$ cat src/rtl/mux32_arbiter_pkg.sv
// -----------------------------------------------------------------------------
// mux32_arbiter_pkg
// Shared definitions for the two-requester arbiter:
//   WIDTH_DEFAULT : default payload width
//   SRC_A / SRC_B : source / grant encodings (0 = A, 1 = B)
//   state_e       : output-register FSM states (EMPTY / FULL)
// -----------------------------------------------------------------------------
package mux32_arbiter_pkg;

  localparam int unsigned WIDTH_DEFAULT = 32;

  localparam logic SRC_A = 1'b0;
  localparam logic SRC_B = 1'b1;

  typedef enum logic {
    EMPTY = 1'b0,
    FULL  = 1'b1
  } state_e;

endpackage : mux32_arbiter_pkg

$ cat src/rtl/mux32_arbiter_mux.sv
// -----------------------------------------------------------------------------
// Mux32Bit2To1
// Plain 2:1 data multiplexer.
// Ports:
//   in0 [WIDTH] : first input, selected when op = 0
//   in1 [WIDTH] : second input, selected when op = 1
//   op          : select
//   out [WIDTH] : selected data
// -----------------------------------------------------------------------------
module Mux32Bit2To1 #(
  parameter int unsigned WIDTH = 32
) (
  input  logic [WIDTH-1:0] in0,
  input  logic [WIDTH-1:0] in1,
  input  logic             op,
  output logic [WIDTH-1:0] out
);

  // Select between the two inputs.
  always_comb begin
    out = in0;
    if (op == 1'b1) begin
      out = in1;
    end else begin
      out = in0;
    end
  end

endmodule : Mux32Bit2To1

$ cat src/rtl/mux32_arbiter.sv
// -----------------------------------------------------------------------------
// mux32_arbiter
// Round-robin arbiter between two valid/ready requesters feeding a single
// registered output slot (EMPTY/FULL FSM). A "lock" input keeps re-granting
// the last winner while both requesters contend.
// Ports:
//   clk, reset                 : clock, synchronous active-high reset
//   a_data/a_valid/a_ready     : requester A
//   b_data/b_valid/b_ready     : requester B
//   lock                       : hold grant on last winner under contention
//   out_data/out_valid/out_src : registered output word, its valid and source
//   out_ready                  : consumer accept
// -----------------------------------------------------------------------------
module mux32_arbiter
  import mux32_arbiter_pkg::*;
#(
  parameter int unsigned WIDTH = WIDTH_DEFAULT
) (
  input  logic             clk,
  input  logic             reset,
  input  logic [WIDTH-1:0] a_data,
  input  logic             a_valid,
  output logic             a_ready,
  input  logic [WIDTH-1:0] b_data,
  input  logic             b_valid,
  output logic             b_ready,
  input  logic             lock,
  output logic [WIDTH-1:0] out_data,
  output logic             out_valid,
  input  logic             out_ready,
  output logic             out_src
);

  state_e           state_q, state_d;
  logic [WIDTH-1:0] out_data_q, out_data_d;
  logic             out_src_q, out_src_d;
  logic             last_grant_q, last_grant_d;

  logic             can_accept_s;
  logic             grant_s;
  logic             grant_valid_s;
  logic [WIDTH-1:0] mux_data_s;

  Mux32Bit2To1 #(
    .WIDTH (WIDTH)
  ) u_mux (
    .in0 (a_data),
    .in1 (b_data),
    .op  (grant_s),
    .out (mux_data_s)
  );

  // Grant selection, ready generation and next-state computation.
  always_comb begin
    can_accept_s  = 1'b0;
    grant_s       = SRC_A;
    grant_valid_s = 1'b0;
    state_d       = state_q;
    out_data_d    = out_data_q;
    out_src_d     = out_src_q;
    last_grant_d  = last_grant_q;

    // The slot can take a word if it is empty or is being drained this cycle.
    // Readies are held low while reset is asserted.
    can_accept_s = !reset && ((state_q == EMPTY) || out_ready);

    if (a_valid && b_valid) begin
      // Contention: lock re-grants the last winner, otherwise alternate.
      grant_s       = lock ? last_grant_q : ~last_grant_q;
      grant_valid_s = can_accept_s;
    end else if (a_valid) begin
      grant_s       = SRC_A;
      grant_valid_s = can_accept_s;
    end else if (b_valid) begin
      grant_s       = SRC_B;
      grant_valid_s = can_accept_s;
    end else begin
      grant_s       = last_grant_q;
      grant_valid_s = 1'b0;
    end

    if (grant_valid_s) begin
      state_d      = FULL;
      out_data_d   = mux_data_s;
      out_src_d    = grant_s;
      last_grant_d = grant_s;
    end else if ((state_q == FULL) && out_ready) begin
      state_d = EMPTY;
    end else begin
      state_d = state_q;
    end
  end

  assign a_ready = grant_valid_s && (grant_s == SRC_A);
  assign b_ready = grant_valid_s && (grant_s == SRC_B);

  // All state: FSM, output register, source and round-robin pointer.
  // last_grant resets to B so that A wins the first contention.
  always_ff @(posedge clk) begin
    if (reset) begin
      state_q      <= EMPTY;
      out_data_q   <= {WIDTH{1'b0}};
      out_src_q    <= SRC_A;
      last_grant_q <= SRC_B;
    end else begin
      state_q      <= state_d;
      out_data_q   <= out_data_d;
      out_src_q    <= out_src_d;
      last_grant_q <= last_grant_d;
    end
  end

  assign out_valid = (state_q == FULL);
  assign out_data  = out_data_q;
  assign out_src   = out_src_q;

endmodule : mux32_arbiter

$ cat config.mk
export PLATFORM = sky130hd
export DESIGN_NAME = mux32_arbiter
export DESIGN_NICKNAME = d
export VERILOG_FILES = /design/src/rtl/mux32_arbiter_pkg.sv /design/src/rtl/mux32_arbiter_mux.sv /design/src/rtl/mux32_arbiter.sv
export SDC_FILE = /design/constraint.sdc
export NUM_CORES = 1
export LEC_CHECK = 0
export CAP_MARGIN = 5
export CORE_MARGIN = 4
export CORE_UTILIZATION = 42
export CTS_CLUSTER_SIZE = 10
export DETAILED_ROUTE_END_ITERATION = 10
export HOLD_SLACK_MARGIN = 0.08
export PLACE_DENSITY_LB_ADDON = 0.2
export SLEW_MARGIN = 25
export SYNTH_ARGS = -nofsm -noshare
export SYNTH_HDL_FRONTEND = slang
export SYNTH_SLANG_ARGS = --single-unit
$ cat constraint.sdc
create_clock -name clk -period 1.9 [get_ports clk]
set_clock_uncertainty 0.1 [all_clocks]
set_input_delay 0.38 -clock clk [delete_from_list [all_inputs] [get_ports clk]]
set_output_delay 0.38 -clock clk [all_outputs]
set_load 0.03 [all_outputs]
Yosys cells after proc, flatten, opt, wreduce, memory -nomap -nowiden. Cells that the tools add are included.

Muxes and demuxes: 10. Bitwise gates (word level): 3. Reduce and logical (&&, ||, !) cells: 8.

Operators with widths (number): 32-bit two-way mux (1); 1-bit two-way mux (9); 1-bit logical AND (5); 1-bit inverter (3); 2-bit nonzero test (1); 1-bit logical NOT (1); 1-bit logical OR (1).

Bits in registers: 35. Input port bits: 70. Output and inout port bits: 36. Word-level logic and storage cells: 25.

Depth between registers and ports, before layout. Gate-level depths: netlist of the first run.

Depth after elaboration: 7. Gate-level depth with buffers: 7. Depth with buffers taken out: 4.

Cells and area by module. From an unflattened synthesis of the first run, not the netlist that was laid out.

Cell total of the unflattened synthesis: 206. Area, all modules: 2060.7 µm².

By module, submodules not included: mux32_arbiter (instances 1, cells an instance 170, area each 1516.5 µm², seq. area each 700.7 µm²); Mux32Bit2To1 (instances 1, cells an instance 36, area each 544.3 µm², seq. area each 0.0 µm²).

Least setup slack after synthesis of the first run. OpenSTA, ideal clock, no wires.

Kind: register to output. Start: register state_q (netlist: out_valid). End: output port b_ready. Arrival: 1.575 ns. Required time: 1.420 ns. Slack: -0.155 ns. Stages on the path, launching flop included: 5. Buffers on the path: 1. Cell sequence: dfxtp_1 > nor2b_1 > or3_1 > buf_2 > nor2_1.

Cells in the longest elaborated chain, start to end: 7.

RTL lines: start: declaration (RTL line mux32_arbiter.sv:34) `state_e state_q, state_d;`; start signal: assignment (RTL line mux32_arbiter.sv:106) `state_q <= state_d;`; 1-bit inverter (*) (RTL line mux32_arbiter.sv:65) `can_accept_s = !reset && ((state_q == EMPTY) || out_ready);`; 1-bit logical OR (*) (RTL line mux32_arbiter.sv:65); 1-bit logical AND (*) (RTL line mux32_arbiter.sv:65); 1-bit two-way mux (RTL line mux32_arbiter.sv:74) `end else if (b_valid) begin`; 1-bit two-way mux (RTL line mux32_arbiter.sv:71) `end else if (a_valid) begin`; 1-bit two-way mux (*) (RTL line mux32_arbiter.sv:67) `if (a_valid && b_valid) begin`; 1-bit logical AND (*) (RTL line mux32_arbiter.sv:95) `assign b_ready = grant_valid_s && (grant_s == SRC_B);`; end: declaration (RTL line mux32_arbiter.sv:26) `output logic b_ready,`.

Every way passes the cells marked *; elsewhere a longest branch is shown, timed or not.

Worst setup path after layout of the first run. Same ends and word-level chain as after synthesis.

==> results.cfg, run 1 <==
[status]
run_status = finished clean

[routing]
detail_route.first_pass.iterations = 6
dr_total_vias = 2753
detail_route.wirelength_um = 7930
route.detailed.drc = 0
routedWlPerCell_um = 16.7
drt_iter0_markers = 190
antenna_violating_nets_post_route = 0
detail_route.vias_per_cell = 5.80

[global_route]
grt_pass1_wl_um = 12800
total_routing_usage_reported_by_global_routing_pct = 22.1
antenna_found_initial = 0
first_global_vias = 2641
globalRoute.totalOverflow = 0
grt_max_degree = 39

[final_layout]
stdcell_area_um2 = 3740
layout.cells.most_common = sky130_fd_sc_hd__clkdlybuf4s50_1
multi_input_area_um2 = 1520
areaGrowthSynthToFinish_pct = 57.6
finalNetCount = 472
drive_gt1_share_pct = 15.6
area.sequential_um2 = 703
antenna_cells = 0
mostFrequentLayoutCells = sky130_fd_sc_hd__clkdlybuf4s50_1, sky130_fd_sc_hd__dfxtp_1, sky130_fd_sc_hd__nor2_1, sky130_fd_sc_hd__buf_4
postLayoutCoreUtil_pct = 67.9
n_fill_cell = 448
layout.cells.non_filler = 475

[worst_setup_path]
crit_path_start = out_valid$_SDFFE_PP0P_
reg2reg_to = out_data[24]$_SDFFE_PP0P_
worst-setup-path-type = reg2out
ff2ff_setup_slack_ps = 220
critical_path.startpoint_type = flip-flop
critPathRequiredTime_ps = 1420
worstSetupEndpoint = b_ready
r2r.worst_path.cells = 5
worst_setup_path_end_kind = primary output
r2r_path_start = last_grant_q$_SDFFE_PP1P_
timing.critical_path.fanout_max = 2
critical_path_data_arrival_time_ps = 1380

[clocking]
cts-htree-levels = 2
clock_sinks = 35
clk-insertion-delay-late_ps = 290
clock_tree_from_tritoncts = done
path_clk_slew_ps = 70
root_buf_cell = sky130_fd_sc_hd__clkbuf_8
cts_hold_buffers = 0
cts_buffer_depth = 2
cts-buffers-inserted = 5

[floorplan]
design.die.area_um2 = 6920
floorplan.io_pins = 106
start_util_pct = 43.1
row_count = 27
floorplan.die.height_um = 83.2
floorplan.die.width_um = 83.2
floorplan.core_area_um2 = 5510

[place]
placement.io_buffers = 105
placedCellCount = 465
gp_congestion = 0.827
placement.cell_area_um2 = 3610
detailed_place_hpwl_um = 5540

[power_and_ir_drop]
power-per-cell-area_nw_per_um2 = 652
power.leakage_nw = 1.46
power_switching_share_pct = 33.4
cellInternalPower_mw = 1.62
pwr-share-seq_pct = 34.8
power_switching_mw = 0.813
pwr-share-clk_pct = 25.4
report.power.total_mw = 2.44
combinational_cell_fraction_of_total_power_pct = 39.7
ir_drop_mv = 0.510

[timing]
grt_setup_unrepaired = no
slew_violations = 0
fin_setup_tns_ps = 0
finalCriticalPeriod_ps = 1860
post-route-period-util_pct = 98.0
timing.final.hold_violations = 0
setup_viol_count_final = 0
slew-limit-headroom_pct = 73.2
max_freq_mhz = 537
worst_pin_slew_ps = 401

[synth]
netlist_area_um2 = 2370
postSynthAreaPerCell_um2 = 8.16
synth_cell_types = 29
yosysWarnings = 0
synth_seq_area_share_pct = 29.5
synth_fp_nets = 361
postSynthCellCount = 291
synth.top_cells.by_area = sky130_fd_sc_hd__dfxtp_1, sky130_fd_sc_hd__a2111o_1, sky130_fd_sc_hd__nor2b_1
synthDominantAreaCellType = sky130_fd_sc_hd__dfxtp_1
synth_top_cell_area_share_pct = 29.5
ys_ff_latch = 35

[run]
max-cap-violations = 0

[worst_hold_path]
hp-class = reg2reg
## cell type report
type                    instances  area share, %
well taps                      72           2.41
flip-flops and latches         35           18.8
multi-input cells             221           40.7
clock buffers                   8           2.68
repair buffers                139           35.4
## timing repair
action,CTS,global route
pin swaps,4,1
buffers inserted,2,0
setup endpoints to repair,29,2
gates resized for setup,18,7
## power by group through the flow
stage	clock network [mW]	logic (mW)	registers, mW
after global placement	0	0.937	0.862
after global routing	0.665	1.03	0.858
after detailed placement	0	0.952	0.862
final	0.620	0.969	0.849
after floorplan	0	0.395	0.991
after CTS	0.637	0.970	0.847
## stage by stage
stage | hold slack, ps | setup slack (ps)
floorplan | 453 | -14.5
global placement | 335 | -329
detailed placement | 360 | -384
CTS | 377 | 23.3
global route | 403 | 0.309
finish | 371 | 38.4
## worst min-delay path by stage
stage / slack (ps) / startpoint / endpoint / cells past startpoint
after floorplan: 450 / b_data[17] / out_data[17]$_SDFFE_PP0P_ / 2
after global placement: 340 / out_src$_SDFFE_PP0P_ / out_src$_SDFFE_PP0P_ / 1
after detailed placement: 360 / out_src$_SDFFE_PP0P_ / out_src$_SDFFE_PP0P_ / 1
after CTS: 380 / out_src$_SDFFE_PP0P_ / out_src$_SDFFE_PP0P_ / 1
after global routing: 400 / out_data[17]$_SDFFE_PP0P_ / out_data[17]$_SDFFE_PP0P_ / 2
final: 370 / out_src$_SDFFE_PP0P_ / out_src$_SDFFE_PP0P_ / 1
## Yosys cell counts, drive strengths merged
| library cell | number |
|---|---|
| and2 | 2 |
| a211oi | 26 |
| dfxtp | 35 |
| nand2b | 1 |
| or2 | 1 |
| xnor2 | 1 |
| nand3b | 6 |
| a21oi | 26 |
| mux2i | 6 |
| buf | 21 |
| clkbuf | 14 |
| nand3 | 1 |
| nor3 | 3 |
| a22oi | 1 |
| a21o | 1 |
| o22ai | 26 |
| o21ai | 33 |
| nor2b | 27 |
| a2111o | 26 |
| or3 | 1 |
| nor4bb | 1 |
| nor2 | 31 |
| a21bo | 1 |
## sequential cells by signal (all words and copies together), names as in the netlist
signal / cells
last_grant_q: 1
out_data: 32
out_src: 1
out_valid: 1
## worst max-delay path: stages, from the launching register on
cell and delay [ps]:
sky130_fd_sc_hd__dfxtp_2 330, sky130_fd_sc_hd__nor2b_2 160, sky130_fd_sc_hd__or3_4 350, sky130_fd_sc_hd__nor2_4 110
sky130_fd_sc_hd__buf_6 140
## routing by layer
metal,vias to the layer above,GRT usage (%),part of all wire [%]
li1,1338,-,-
met3,4,5.65,8.4
met5,-,0,0
met4,0,5.65,0.42
met1,1282,28.2,43
met2,129,37.0,48
## cell families after synthesis
family                    count (synthesis)  synth area share [%]
buffers and inverters                    35                  8.12
DFF                                      35                  29.5
muxes                                     6                  2.53
and+or+nand+nor                          74                  16.9
xor gates and xnor gates                  1                 0.369
AOI/OAI and AO/OA                       140                  42.5
(Power assumes the default switching activity.)
==> inputs of run 2 (changes only) <==
--- a/config.mk
+++ b/config.mk
@@ -12,6 +12,7 @@
 export DETAILED_ROUTE_END_ITERATION = 10
 export HOLD_SLACK_MARGIN = 0.08
 export PLACE_DENSITY_LB_ADDON = 0.2
+export SKIP_CTS_REPAIR_TIMING = 1
 export SLEW_MARGIN = 25
 export SYNTH_ARGS = -nofsm -noshare
 export SYNTH_HDL_FRONTEND = slang
==> run 2 against run 1 <==
Global-route usage down 0.14 points. Via count up 0.29%. Sequential share of layout area down 0.081 points. Non-clock buffer count unchanged. Total power about the same. Combinational power about the same. Final cell count unchanged. Clock-buffer cell count unchanged. Sequential power about the same. Largest cell class unchanged. Largest power group unchanged. Highest routed layer unchanged.
==> results.cfg, run 2 (same netlist as run 1, synthesis figures left out) <==
[routing]
route.detailed.drc = 0
antenna_violating_nets_post_route = 0
detail_route.first_pass.iterations = 5
detail_route.vias_per_cell = 5.81
dr_total_vias = 2761
drt_iter0_markers = 149
routedWlPerCell_um = 16.6
detail_route.wirelength_um = 7880

[clocking]
root_buf_cell = sky130_fd_sc_hd__clkbuf_8
clk-insertion-delay-late_ps = 290
path_clk_slew_ps = 70
clock_sinks = 35
cts-buffers-inserted = 5
cts-htree-levels = 2
clock_tree_from_tritoncts = done
cts_buffer_depth = 2

[worst_setup_path]
worst-setup-path-type = reg2out
critical_path.startpoint_type = flip-flop
critPathRequiredTime_ps = 1420
worst_setup_path_end_kind = primary output
r2r_path_start = last_grant_q$_SDFFE_PP1P_
ff2ff_setup_slack_ps = 220
timing.critical_path.fanout_max = 7
r2r.worst_path.cells = 5
crit_path_start = last_grant_q$_SDFFE_PP1P_
critical_path_data_arrival_time_ps = 1380

[timing]
finalCriticalPeriod_ps = 1860
slew-limit-headroom_pct = 73.3
timing.final.hold_violations = 0
slew_violations = 0
hold-worst-slack_ps = 375
post-route-period-util_pct = 97.7
final_critical_path_setup_slack_ps = 44.5
fin_setup_tns_ps = 0
max_freq_mhz = 539
worst_pin_slew_ps = 401
setup_viol_count_final = 0

[worst_hold_path]
hold-path-cell-count = 1
hp-class = reg2reg
min_from = out_src$_SDFFE_PP0P_

[power_and_ir_drop]
power_switching_share_pct = 33.3
ir_drop_mv = 0.503
combinational_cell_fraction_of_total_power_pct = 39.7
pwr-share-seq_pct = 34.8
power.leakage_nw = 1.48
power-per-cell-area_nw_per_um2 = 649
report.power.total_mw = 2.44
pwr-share-clk_pct = 25.4
power_switching_mw = 0.812
cellInternalPower_mw = 1.62

[final_layout]
stdcell_area_um2 = 3760
layout.cells.most_common = sky130_fd_sc_hd__clkdlybuf4s50_1
layout.cells.non_filler = 475
n_fill_cell = 445
postLayoutCoreUtil_pct = 68.2
drive_gt1_share_pct = 15.4
finalNetCount = 472
largest_register_ff_count = 32
mostFrequentLayoutCells = sky130_fd_sc_hd__clkdlybuf4s50_1, sky130_fd_sc_hd__dfxtp_1, sky130_fd_sc_hd__buf_4, sky130_fd_sc_hd__nor2_1
antenna_cells = 0
areaGrowthSynthToFinish_pct = 58.2

[global_route]
first_global_vias = 2641
globalRoute.totalOverflow = 0
total_routing_usage_reported_by_global_routing_pct = 21.9
antenna_found_initial = 0
grt_max_degree = 39
grt_pass1_wl_um = 12700

[floorplan]
floorplan.die.width_um = 83.2
design.die.area_um2 = 6920
start_util_pct = 43.1
floorplan.core_area_um2 = 5510
row_count = 27
floorplan.die.height_um = 83.2
floorplan.io_pins = 106

[run]
max-cap-violations = 0

[place]
placedCellCount = 465
placement.setup.worst_slack_ps = -384
placement.cell_area_um2 = 3610
detailed_place_hpwl_um = 5540
gp_congestion = 0.827
placement.io_buffers = 105

[status]
run_status = finished clean
==> run 2: worst paths after layout <==
check	to
max reg2reg	out_data[24]$_SDFFE_PP0P_
max	b_ready
min	out_src$_SDFFE_PP0P_
min reg2reg	out_src$_SDFFE_PP0P_
==> run 2: cell type report <==
cell class | count | area, um^2 | share of cell area [%]
tap | 72 | 90.1 | 2.40
sequential | 35 | 703 | 18.7
clock buffer | 8 | 100 | 2.66
multi-input combinational | 221 | 1530 | 40.7
timing repair buffer | 139 | 1340 | 35.5
==> run 2: power groups by stage <==
stage               registers, mW  clock network, mW  logic, mW
detailed placement          0.862                  0      0.952
global placement            0.862                  0      0.937
CTS                         0.847              0.637      0.956
global route                0.858              0.665       1.03
finish                      0.849              0.619      0.968
floorplan                   0.991                  0      0.395
==> run 2: critical path, stage by stage (launching register included) <==
cell and delay [ps]:
sky130_fd_sc_hd__dfxtp_2 390, sky130_fd_sc_hd__o21ai_2 200, sky130_fd_sc_hd__a22oi_4 80, sky130_fd_sc_hd__buf_4 160, sky130_fd_sc_hd__nor2_4 120, sky130_fd_sc_hd__buf_6 140
==> run 2: routing by layer <==
metal | up-vias | part of all wire [%] | track usage [%]
met5 | - | 0 | 0
met4 | 0 | 0.95 | 6.24
met3 | 9 | 7.5 | 5.65
met2 | 116 | 47 | 36.3
met1 | 1299 | 44 | 28.1
li1 | 1337 | - | -
==> inputs of run 3 (changes only) <==
--- a/config.mk
+++ b/config.mk
@@ -10,7 +10,6 @@
 export CORE_UTILIZATION = 42
 export CTS_CLUSTER_SIZE = 10
 export DETAILED_ROUTE_END_ITERATION = 10
-export HOLD_SLACK_MARGIN = 0.08
 export PLACE_DENSITY_LB_ADDON = 0.2
 export SKIP_CTS_REPAIR_TIMING = 1
 export SLEW_MARGIN = 25
==> results of run 3 <==
No change in the layout: final DEF, timing and power equal those of run 2.
